==> config.mk <==
export PLATFORM = sky130hd
export DESIGN_NAME = decode_issue_flat
export DESIGN_NICKNAME = d
export VERILOG_FILES = /design/src/rtl/decode_pkg.sv /design/src/rtl/decode_issue_if.sv /design/src/rtl/decode_issue_scoreboard.sv /design/src/rtl/decode_issue.sv /design/src/flat_wrapper.sv
export SDC_FILE = /design/constraint.sdc
export NUM_CORES = 1
export LEC_CHECK = 0
export CORE_ASPECT_RATIO = 0.8
export CORE_MARGIN = 5
export CORE_UTILIZATION = 38
export DETAILED_ROUTE_END_ITERATION = 7
export GPL_ROUTABILITY_DRIVEN = 0
export PLACE_DENSITY = 0.66
export SETUP_SLACK_MARGIN = 0.02
export SKIP_CTS_REPAIR_TIMING = 1
export SYNTH_ARGS = -nofsm -noshare
export SYNTH_HDL_FRONTEND = slang
export SYNTH_HIERARCHICAL = 1
export SYNTH_SLANG_ARGS = --single-unit
==> constraint.sdc <==
create_clock -name clk -period 3.9 [get_ports clk]
set_input_delay 0.78 -clock clk [delete_from_list [all_inputs] [get_ports clk]]
set_output_delay 0.78 -clock clk [all_outputs]
set_load 0.05 [all_outputs]
==> src/rtl/decode_pkg.sv <==
// -----------------------------------------------------------------------------
// decode_pkg
// Shared types and constants for the decode_issue stage.
//   - Opcode constants for the recognised instruction classes.
//   - reg_addr_t : architectural register address (x0..x31).
//   - decoded_t  : one decoded instruction as held in the issue register.
//   - decode_instr() : pure combinational decode of the opcode/register fields.
// -----------------------------------------------------------------------------
package decode_pkg;

  localparam logic [6:0] OP_RTYPE  = 7'h33;
  localparam logic [6:0] OP_ITYPE  = 7'h13;
  localparam logic [6:0] OP_LOAD   = 7'h03;
  localparam logic [6:0] OP_STORE  = 7'h23;
  localparam logic [6:0] OP_BRANCH = 7'h63;

  typedef logic [4:0] reg_addr_t;

  typedef struct packed {
    reg_addr_t  ra1;
    reg_addr_t  ra2;
    reg_addr_t  wa;
    logic       we;
    logic       use_rs1;
    logic       use_rs2;
    logic [6:0] opcode;
    logic       illegal;
  } decoded_t;

  // Fields that an instruction class does not use are forced to zero so
  // the register file sees a quiet x0 read and the hazard check ignores them.
  function automatic decoded_t decode_instr(input logic [6:0] opcode,
                                            input reg_addr_t  rd,
                                            input reg_addr_t  rs1,
                                            input reg_addr_t  rs2);
    decoded_t d;
    d        = '0;
    d.opcode = opcode;
    case (opcode)
      OP_RTYPE: begin
        d.use_rs1 = 1'b1;
        d.use_rs2 = 1'b1;
        d.we      = (rd != '0);
      end
      OP_ITYPE, OP_LOAD: begin
        d.use_rs1 = 1'b1;
        d.we      = (rd != '0);
      end
      OP_STORE, OP_BRANCH: begin
        d.use_rs1 = 1'b1;
        d.use_rs2 = 1'b1;
      end
      default: d.illegal = 1'b1;
    endcase
    d.ra1 = d.use_rs1 ? rs1 : '0;
    d.ra2 = d.use_rs2 ? rs2 : '0;
    d.wa  = d.we      ? rd  : '0;
    return d;
  endfunction

endpackage

==> src/rtl/decode_issue_if.sv <==
// -----------------------------------------------------------------------------
// decode_issue_if
// Bundles the instruction handshake, the decoded-entry handshake, the
// writeback notification and flush for the decode_issue stage.
//   slave  : the decode_issue stage's view.
//   master : the surrounding pipeline's (or bench's) view.
// Signals:
//   in_valid/in_ready/in_instr      instruction input handshake
//   out_valid/out_ready             decoded entry handshake
//   out_ra1/out_ra2/out_wa/out_we   register file addresses and write enable
//   out_opcode/out_illegal          opcode passthrough, unrecognised opcode
//   wb_valid/wb_addr                writeback completion
//   flush                           discard the held entry
//   hazard_stall                    issue blocked by the scoreboard
// -----------------------------------------------------------------------------
interface decode_issue_if;
  import decode_pkg::*;

  logic        in_valid;
  logic        in_ready;
  logic [31:0] in_instr;
  logic        out_valid;
  logic        out_ready;
  reg_addr_t   out_ra1;
  reg_addr_t   out_ra2;
  reg_addr_t   out_wa;
  logic        out_we;
  logic [6:0]  out_opcode;
  logic        out_illegal;
  logic        wb_valid;
  reg_addr_t   wb_addr;
  logic        flush;
  logic        hazard_stall;

  modport slave (
    input  in_valid, in_instr, out_ready, wb_valid, wb_addr, flush,
    output in_ready, out_valid, out_ra1, out_ra2, out_wa, out_we,
           out_opcode, out_illegal, hazard_stall
  );

  modport master (
    output in_valid, in_instr, out_ready, wb_valid, wb_addr, flush,
    input  in_ready, out_valid, out_ra1, out_ra2, out_wa, out_we,
           out_opcode, out_illegal, hazard_stall
  );

endinterface

==> src/rtl/decode_issue_scoreboard.sv <==
// -----------------------------------------------------------------------------
// scoreboard
// Busy vector for registers with a write in flight.
//   clk, rst_n     clock, asynchronous active-low reset
//   i_set_en/addr  mark a register busy (issued write)
//   i_clr_en/addr  clear a register (writeback completed)
//   o_is_busy      per-register busy view used by the hazard check
// A set and a clear to the same register in one cycle leaves it busy: the
// newly issued write is the younger one. x0 is never tracked.
// Macro SCOREBOARD_BYPASS_EN: a same-cycle writeback hides the busy bit from
// the query so the dependent instruction can issue in the writeback cycle.
// -----------------------------------------------------------------------------
module scoreboard
  import decode_pkg::*;
#(
  parameter int NREG = 32
) (
  input  logic            clk,
  input  logic            rst_n,
  input  logic            i_set_en,
  input  reg_addr_t       i_set_addr,
  input  logic            i_clr_en,
  input  reg_addr_t       i_clr_addr,
  output logic [NREG-1:0] o_is_busy
);

  logic [NREG-1:0] r_busy;
  logic [NREG-1:0] w_busy_nxt;

  // NOTE: every signal written in always_comb gets a default first so no
  // path leaves it unassigned, which would infer a latch.
  always_comb begin
    w_busy_nxt = r_busy;
    if (i_clr_en && (i_clr_addr != '0)) w_busy_nxt[i_clr_addr] = 1'b0;
    // Applied after the clear so the set wins on a collision.
    if (i_set_en && (i_set_addr != '0)) w_busy_nxt[i_set_addr] = 1'b1;
  end

  // NOTE: the busy vector is control state, not a data array, so it is reset;
  // a stale busy bit after reset would stall issue forever.
  always_ff @(posedge clk or negedge rst_n) begin
    if (!rst_n) r_busy <= '0;
    else        r_busy <= w_busy_nxt;
  end

`ifdef SCOREBOARD_BYPASS_EN
  always_comb begin
    o_is_busy = r_busy;
    if (i_clr_en) o_is_busy[i_clr_addr] = 1'b0;
  end
`else
  assign o_is_busy = r_busy;
`endif

endmodule

==> src/rtl/decode_issue.sv <==
// -----------------------------------------------------------------------------
// decode_issue
// Decode-and-issue stage feeding the register file. Decodes a 32-bit
// instruction into read addresses, write address/enable, opcode and illegal
// flag, holds the result in a single output register, and stalls issue on
// RAW/WAW hazards against writes still in flight.
//   clk    rising-edge clock
//   rst_n  asynchronous active-low reset
//   bus    decode_issue_if.slave (handshakes, decoded fields, writeback, flush)
// Parameters: XLEN (register width, carried only), NREG (register count).
// Macro SCOREBOARD_BYPASS_EN: see scoreboard; lets a dependent instruction
// issue in the same cycle as the writeback that clears its hazard.
// -----------------------------------------------------------------------------
module decode_issue
  import decode_pkg::*;
#(
  parameter int XLEN = 64,
  parameter int NREG = 32
) (
  input logic           clk,
  input logic           rst_n,
  decode_issue_if.slave bus
);

  decoded_t        w_dec;
  decoded_t        r_out;
  logic            r_out_valid;
  logic [NREG-1:0] w_is_busy;
  logic            w_held_we;
  logic            w_hazard;
  logic            w_accept;
  logic            w_set_en;

  // A register r hazards if it is busy, or if the held entry writes it and
  // has not yet been handed over (so the scoreboard has not counted it).
  function automatic logic reg_hazard(input logic            used,
                                      input reg_addr_t       r,
                                      input logic [NREG-1:0] busy_v,
                                      input logic            held_we,
                                      input reg_addr_t       held_wa);
    return used && (r != '0) && (busy_v[r] || (held_we && (held_wa == r)));
  endfunction

  assign w_dec = decode_instr(bus.in_instr[6:0],   bus.in_instr[11:7],
                              bus.in_instr[19:15], bus.in_instr[24:20]);

  assign w_held_we = r_out_valid && r_out.we;

  always_comb begin
    w_hazard = 1'b0;
    w_hazard = reg_hazard(w_dec.use_rs1, w_dec.ra1, w_is_busy, w_held_we, r_out.wa)
             | reg_hazard(w_dec.use_rs2, w_dec.ra2, w_is_busy, w_held_we, r_out.wa)
             | reg_hazard(w_dec.we,      w_dec.wa,  w_is_busy, w_held_we, r_out.wa);
  end

  assign bus.in_ready     = !bus.flush && !w_hazard && (!r_out_valid || bus.out_ready);
  assign bus.hazard_stall = bus.in_valid && w_hazard;
  assign w_accept         = bus.in_valid && bus.in_ready;

  // The handshake is honoured even in a flush cycle, so the write is counted.
  assign w_set_en = r_out_valid && bus.out_ready && r_out.we;

  scoreboard #(.NREG(NREG)) u_scoreboard (
    .clk        (clk),
    .rst_n      (rst_n),
    .i_set_en   (w_set_en),
    .i_set_addr (r_out.wa),
    .i_clr_en   (bus.wb_valid),
    .i_clr_addr (bus.wb_addr),
    .o_is_busy  (w_is_busy)
  );

  // NOTE: sequential state uses non-blocking assignments so every register
  // samples pre-edge values regardless of process ordering.
  always_ff @(posedge clk or negedge rst_n) begin
    if (!rst_n) begin
      r_out_valid <= 1'b0;
      r_out       <= '0;
    end else if (w_accept) begin
      r_out_valid <= 1'b1;
      r_out       <= w_dec;
    end else if (bus.flush || bus.out_ready) begin
      // Data is left in place; only the valid drops.
      r_out_valid <= 1'b0;
    end
  end

  assign bus.out_valid   = r_out_valid;
  assign bus.out_ra1     = r_out.ra1;
  assign bus.out_ra2     = r_out.ra2;
  assign bus.out_wa      = r_out.wa;
  assign bus.out_we      = r_out.we;
  assign bus.out_opcode  = r_out.opcode;
  assign bus.out_illegal = r_out.illegal;

  // Instruction bits outside the decoded fields, the held source-use flags
  // and XLEN have no consumer in this stage.
  logic        w_unused;
  logic [31:0] w_unused_xlen;
  assign w_unused      = ^{bus.in_instr[31:25], bus.in_instr[14:12],
                           r_out.use_rs1, r_out.use_rs2};
  assign w_unused_xlen = 32'(XLEN);

endmodule

==> src/flat_wrapper.sv <==
// flat-port wrapper written by rule: the top's interface ports become plain ports
module decode_issue_flat import decode_pkg::*;
#(
  parameter int XLEN = 64,
  parameter int NREG = 32
)
  (clk, rst_n, bus_in_valid, bus_in_instr, bus_out_ready, bus_wb_valid, bus_wb_addr, bus_flush, bus_in_ready, bus_out_valid, bus_out_ra1, bus_out_ra2, bus_out_wa, bus_out_we, bus_out_opcode, bus_out_illegal, bus_hazard_stall);
  decode_issue_if bus_i ();
  input logic clk;
  input logic rst_n;
  input wire logic [$bits(bus_i.in_valid)-1:0] bus_in_valid;
  input wire logic [$bits(bus_i.in_instr)-1:0] bus_in_instr;
  input wire logic [$bits(bus_i.out_ready)-1:0] bus_out_ready;
  input wire logic [$bits(bus_i.wb_valid)-1:0] bus_wb_valid;
  input wire logic [$bits(bus_i.wb_addr)-1:0] bus_wb_addr;
  input wire logic [$bits(bus_i.flush)-1:0] bus_flush;
  output wire logic [$bits(bus_i.in_ready)-1:0] bus_in_ready;
  output wire logic [$bits(bus_i.out_valid)-1:0] bus_out_valid;
  output wire logic [$bits(bus_i.out_ra1)-1:0] bus_out_ra1;
  output wire logic [$bits(bus_i.out_ra2)-1:0] bus_out_ra2;
  output wire logic [$bits(bus_i.out_wa)-1:0] bus_out_wa;
  output wire logic [$bits(bus_i.out_we)-1:0] bus_out_we;
  output wire logic [$bits(bus_i.out_opcode)-1:0] bus_out_opcode;
  output wire logic [$bits(bus_i.out_illegal)-1:0] bus_out_illegal;
  output wire logic [$bits(bus_i.hazard_stall)-1:0] bus_hazard_stall;
  assign bus_i.in_valid = bus_in_valid;
  assign bus_i.in_instr = bus_in_instr;
  assign bus_i.out_ready = bus_out_ready;
  assign bus_i.wb_valid = bus_wb_valid;
  assign bus_i.wb_addr = bus_wb_addr;
  assign bus_i.flush = bus_flush;
  assign bus_in_ready = bus_i.in_ready;
  assign bus_out_valid = bus_i.out_valid;
  assign bus_out_ra1 = bus_i.out_ra1;
  assign bus_out_ra2 = bus_i.out_ra2;
  assign bus_out_wa = bus_i.out_wa;
  assign bus_out_we = bus_i.out_we;
  assign bus_out_opcode = bus_i.out_opcode;
  assign bus_out_illegal = bus_i.out_illegal;
  assign bus_hazard_stall = bus_i.hazard_stall;
  decode_issue #(.XLEN(XLEN), .NREG(NREG)) u_core (.clk(clk), .rst_n(rst_n), .bus(bus_i));
endmodule
### Yosys cells after proc, flatten, opt, wreduce, memory -nomap -nowiden

Cells that the tools add are included.
W data, S select, Z words.

* $add $sub $neg: 0
* $mul: 0
* divide/modulo/power cells: 0
* order comparisons: 7
* equal/unequal tests: 8
* shifts and indexed selects: 0
* multiplexer cells: 21
* bitwise logic cells: 5
* reduce and logical (&&, ||, !) cells: 38

Operators with widths (number)
* $mux W32: 2
* $and A32 B32 Y32: 1
* $not A32 Y32: 1
* $or A32 B32 Y32: 1
* $lt A5 B6 Y1 const B: 5
* $reduce_bool A5 Y1: 6
* $logic_and A1 B1 Y1: 20
* $bmux W1 S5: 3
* $eq A5 B5 Y1: 3
* $mux W5: 3
* $eq A7 B6 Y1 const B: 2
* $mux W1: 11
* $demux W1 S5: 2
* $ge A5 B1 Y1 const B: 2
* $eq A7 B2 Y1 const B: 1
* $eq A7 B5 Y1 const B: 1
* $eq A7 B7 Y1 const B: 1
* $reduce_or A3 Y1: 2
* $logic_or A1 B1 Y1: 5
* $reduce_or A5 Y1: 1
* $logic_not A1 Y1: 3
* $or A1 B1 Y1: 2
* $reduce_bool A2 Y1: 1

* register bits after elaboration: 57
* bits in latches: 0
* memory bits (writable): 0
* ROM bits: 0
* bits of input ports: 43
* output and inout bits: 27
* logic and storage cells: 87
* memories kept: 0

### Longest topological paths before layout

* word-level depth: 15
* gate-level depth with buffers: 11

### Modules after synthesis

The synthesis kept the hierarchy.

By module, submodules not included
* decode_issue: instances 1, cells each 251, area an instance 2342.2 um2
* scoreboard: instances 1, cells each 124, area an instance 1303.8 um2

### Worst setup path after synthesis

No wires, ideal clock.

* path kind: in2out
* start: in bus_in_instr[20]
* end: out bus_in_ready
* arrival: 3814 ps
* data required time: 3120 ps
* path slack: -694 ps
* stages: 10
* cell sequence: clkbuf_1 buf_4 mux4_2 nand2_1 o211ai_1 o211a_1 a311o_1 a31o_1 buf_6 nor3_1

* word-level cells in the longest chain between the ends: 10
* elaborated cells between the ends (all ways): 14
* classes of those cells: eq/ne: 1; mux: 3; bitwise: 2; reduce/logical: 8

Ends and longest elaborated chain
* start, declared: RTL line flat_wrapper.sv:12 `input wire logic [$bits(bus_i.in_instr)-1:0] bus_in_instr;`
* $mux W5 (*): RTL line decode_pkg.sv:56 `d.ra2 = d.use_rs2 ? rs2 : '0;`
* $bmux W1 S5 / $eq A5 B5 Y1 (equally long branches): RTL line decode_issue.sv:41 `return used && (r != '0) && (busy_v[r] || (held_we && (held_wa == r)));`
* $mux W1 (implied by the code) / $logic_and A1 B1 Y1 (equally long branches): RTL line decode_issue.sv:41
* $logic_or A1 B1 Y1: RTL line decode_issue.sv:41
* $logic_and A1 B1 Y1 (*): RTL line decode_issue.sv:41
* $or A1 B1 Y1 (*): RTL line decode_issue.sv:52 `| reg_hazard(w_dec.use_rs2, w_dec.ra2, w_is_busy, w_held_we, r_out.wa)`
* $or A1 B1 Y1 (*): RTL line decode_issue.sv:53 `| reg_hazard(w_dec.we, w_dec.wa, w_is_busy, w_held_we, r_out.wa);`
* $logic_not A1 Y1 (*): RTL line decode_issue.sv:56 `assign bus.in_ready = !bus.flush && !w_hazard && (!r_out_valid || bus.out_ready);`
* $logic_and A1 B1 Y1 (*) (2 in a row): RTL line decode_issue.sv:56
* end, declared: RTL line flat_wrapper.sv:17 `output wire logic [$bits(bus_i.in_ready)-1:0] bus_in_ready;`

Every way passes the cells marked *; elsewhere a longest branch is shown, timed or not. The select of a mux whose other input is x is not followed.

### Final worst setup path

* start: in bus_in_instr[18]
* end: out bus_in_ready

* word-level cells in the longest chain between the ends: 10
* elaborated cells between the ends (all ways): 14
* classes of those cells: eq/ne: 1; mux: 3; bitwise: 2; reduce/logical: 8

Ends and longest elaborated chain
* $mux W5 (*): RTL line decode_pkg.sv:55 `d.ra1 = d.use_rs1 ? rs1 : '0;`
* $bmux W1 S5 / $eq A5 B5 Y1 (equally long branches): RTL line decode_issue.sv:41
* $mux W1 (implied by the code) / $logic_and A1 B1 Y1 (equally long branches): RTL line decode_issue.sv:41
* $logic_or A1 B1 Y1: RTL line decode_issue.sv:41
* $logic_and A1 B1 Y1 (*): RTL line decode_issue.sv:41
* $or A1 B1 Y1 (*): RTL line decode_issue.sv:52
* $or A1 B1 Y1 (*): RTL line decode_issue.sv:53
* $logic_not A1 Y1 (*): RTL line decode_issue.sv:56
* $logic_and A1 B1 Y1 (*) (2 in a row): RTL line decode_issue.sv:56

Marked as above.

==> results.ini <==
[yosys]
yosysSeqAreaShare = 0.3912
ys_types = 61
synth_warnings = 6
syn_nets = 418
avgSynthCellArea_sq_um = 9.723
ys_ff_latch = 57
synth_area_sq_um = 3646
synth_edf_count = 0
async_reset_ff_frac = 1.000
ys.flop_type = dfrtp_1
syn-instance-count = 375

[clock_tree]
path_clk_slew_ps = 50
cts_tree = done
clk_latency_ps = 330
clock_tree.htree_level_count = 3
numCtsBuffers = 9
root_buffer = clkbuf_16
cts_num_sinks = 57
clk_path_buf_depth = 2

[timing]
fin_crit_sh = 0.9820
relSlewSlack = 0.3818
finalSetupViolCount = 0
rsz0062_at_grt = no
tns_ps = 0
hold_viol = 0
slew_violations = 0
post-route-min-period_ps = 3830
postLayoutSetupSlackWorst_ps = 70.04
fmax_mhz = 261.1
worst-slew-pin-transition_ps = 927.3
final.setup_skew_ps = 4.237

[route]
avgRoutedWirePerCell_microns = 21.45
viasPerCell = 6.099
drc_errors = 0
drt_iter0_markers = 473
ant_nets = 0
wl_microns = 12950
num_vias = 3684
drtPass1Iterations = 5

[global_route]
grt_pass1_wl_microns = 19810
grt_usage = 0.2181
overflow = 0
antenna_found_initial = 0
grt_pass1_vias = 3559
grt_max_degree = 41

[die]
start_util = 0.3842
rows = 32
die_y_microns = 97.61
pin_count = 70
die_x_microns = 119.5
dieArea_sq_um = 11670
core-area_sq_um = 9489

[critical_path]
critical_path_arrival_ps = 3050
cp-start-kind = input port
crit_required_ps = 3120
critPathMaxFanout = 3
setup.worst_path.end_class = output pin
crit_type = input port to output pin

[layout]
register_area_sq_um = 1426
diodes = 0
final-instance-count-excl-fill = 604
area_growth_pct = 44.13
multi_input_area_sq_um = 2196
postLayoutCoreUtil = 0.5538
n_fill_cell = 813
final_cell_mix = dfrtp_1 (57), buf_4 (47), o21ai_0 (40), clkdlybuf4s50_1 (37), o21ai_1 (37)
fin_nets = 523
drive_above_1_share = 0.2701
mostFrequentLayoutCell = dfrtp_1
stdcell_area_sq_um = 5255

[placement]
place_area_sq_um = 4703
place_ws_ps = -493.2
dp_cells = 581
port-buffer-count = 59
dp_hpwl_microns = 9138

[status]
status = complete, no violations

[pwr]
p_per_area_nw_per_um2 = 355.5
ir_worst_vdd_mv = 0.3833
leakagePower_nw = 2.319

[run]
maxCapViolations = 0

[worst_hold_path]
min_path_type = flop to flop

[registers in the layout, summed over array words and instances, names as in the netlist]
name and count:
u_core/bus.out_valid 1, u_core/bus.out_we 1, u_core/u_scoreboard/o_is_busy 32, u_core/bus.out_opcode 7, u_core/bus.out_ra2 5, u_core/bus.out_wa 5
u_core/bus.out_illegal 1, u_core/bus.out_ra1 5
[worst max-delay path, stage by stage]
cell and delay (ps):
clkdlybuf4s50_1 430, or4b_4 500, nand4_1 100, o41ai_1 80, a211o_1 300, a311o_1 310, a31o_4 240, nor3_4 120
buf_6 180
[area by class of cell]
class                           count  area share
Timing Repair Buffer              116      0.2110
Clock inverter                      5     0.01952
Sequential cell                    57      0.2714
Multi-Input combinational cell    288      0.4179
Inverter                            8    0.005714
Clock buffer                       11     0.04619
Tap cell                          119     0.02833
[cells by family (layout without fill, tap and decap cells)]
group	count (synthesis)	in the layout	synth area share
mux	39	39	0.1489
flops	57	57	0.3912
compound gates	133	133	0.2258
buf+inv	30	140	0.03775
xor+xnor	13	13	0.03123
simple gates	103	103	0.1651
[per-stage QoR]
step           total power [mW]  hold WS, ps
6_report                  1.868        471.9
2_1_floorplan            0.8096        452.2
3_3_place_gp             0.9547        447.1
5_1_grt                   1.930        495.1
4_1_cts                   1.864        453.3
3_5_place_dp             0.9597        440.5
[where the power goes]
group | total (mW) | internal (mW) | leakage [nW] | switching [mW]
registers | 0.625 | 0.612 | 0.777 | 0.0130
logic | 0.343 | 0.146 | 1.38 | 0.197
clock network | 0.900 | 0.639 | 0.166 | 0.261
[layer usage]
layer  vias to the layer above  GRT usage  part of all wire
met5                         -          0                 0
met2                       223     0.3173              0.44
met3                        38    0.06694              0.11
met1                      1783     0.3061              0.42
met4                         0    0.07746             0.027
li1                       1640          -                 -
[final timing paths]
path / start / end / slack (ps) / cells after the start
worst max-delay path: bus_in_instr[18] / bus_in_ready / 70 / 9
worst min-delay path: u_core/u_scoreboard/o_is_busy[0] / u_core/u_scoreboard/o_is_busy[0] / 470 / 0
worst max register to register: u_core/u_scoreboard/o_is_busy[27] / u_core/bus.out_ra2[0] / 940 / 9
worst min register to register: u_core/u_scoreboard/o_is_busy[0] / u_core/u_scoreboard/o_is_busy[0] / 470 / 0
max in group asynchronous: rst_n / u_core/u_scoreboard/o_is_busy[20] / 2500 / 2
min in group asynchronous: rst_n / u_core/bus.out_wa[0] / 590 / 1
[Yosys cell counts, drive strengths merged, types with 6 or more instances]
master   n  area, sq um
dfrtp   57         1426
inv      8        30.03
o31ai    9        67.56
clkbuf  12        45.04
o21ai   77        385.4
nor2    12        52.55
mux4    10        232.7
mux2    16        180.2
a21oi    7        35.03
nand3   11        55.05
xor2     9        78.83
nor3     8        40.04
mux2i   13        130.1
nor3b    6        45.04
nand2   27        101.4
a31o     6        52.55
nand3b   6        45.04
buf     10        62.56
(Power assumes the default switching activity.)
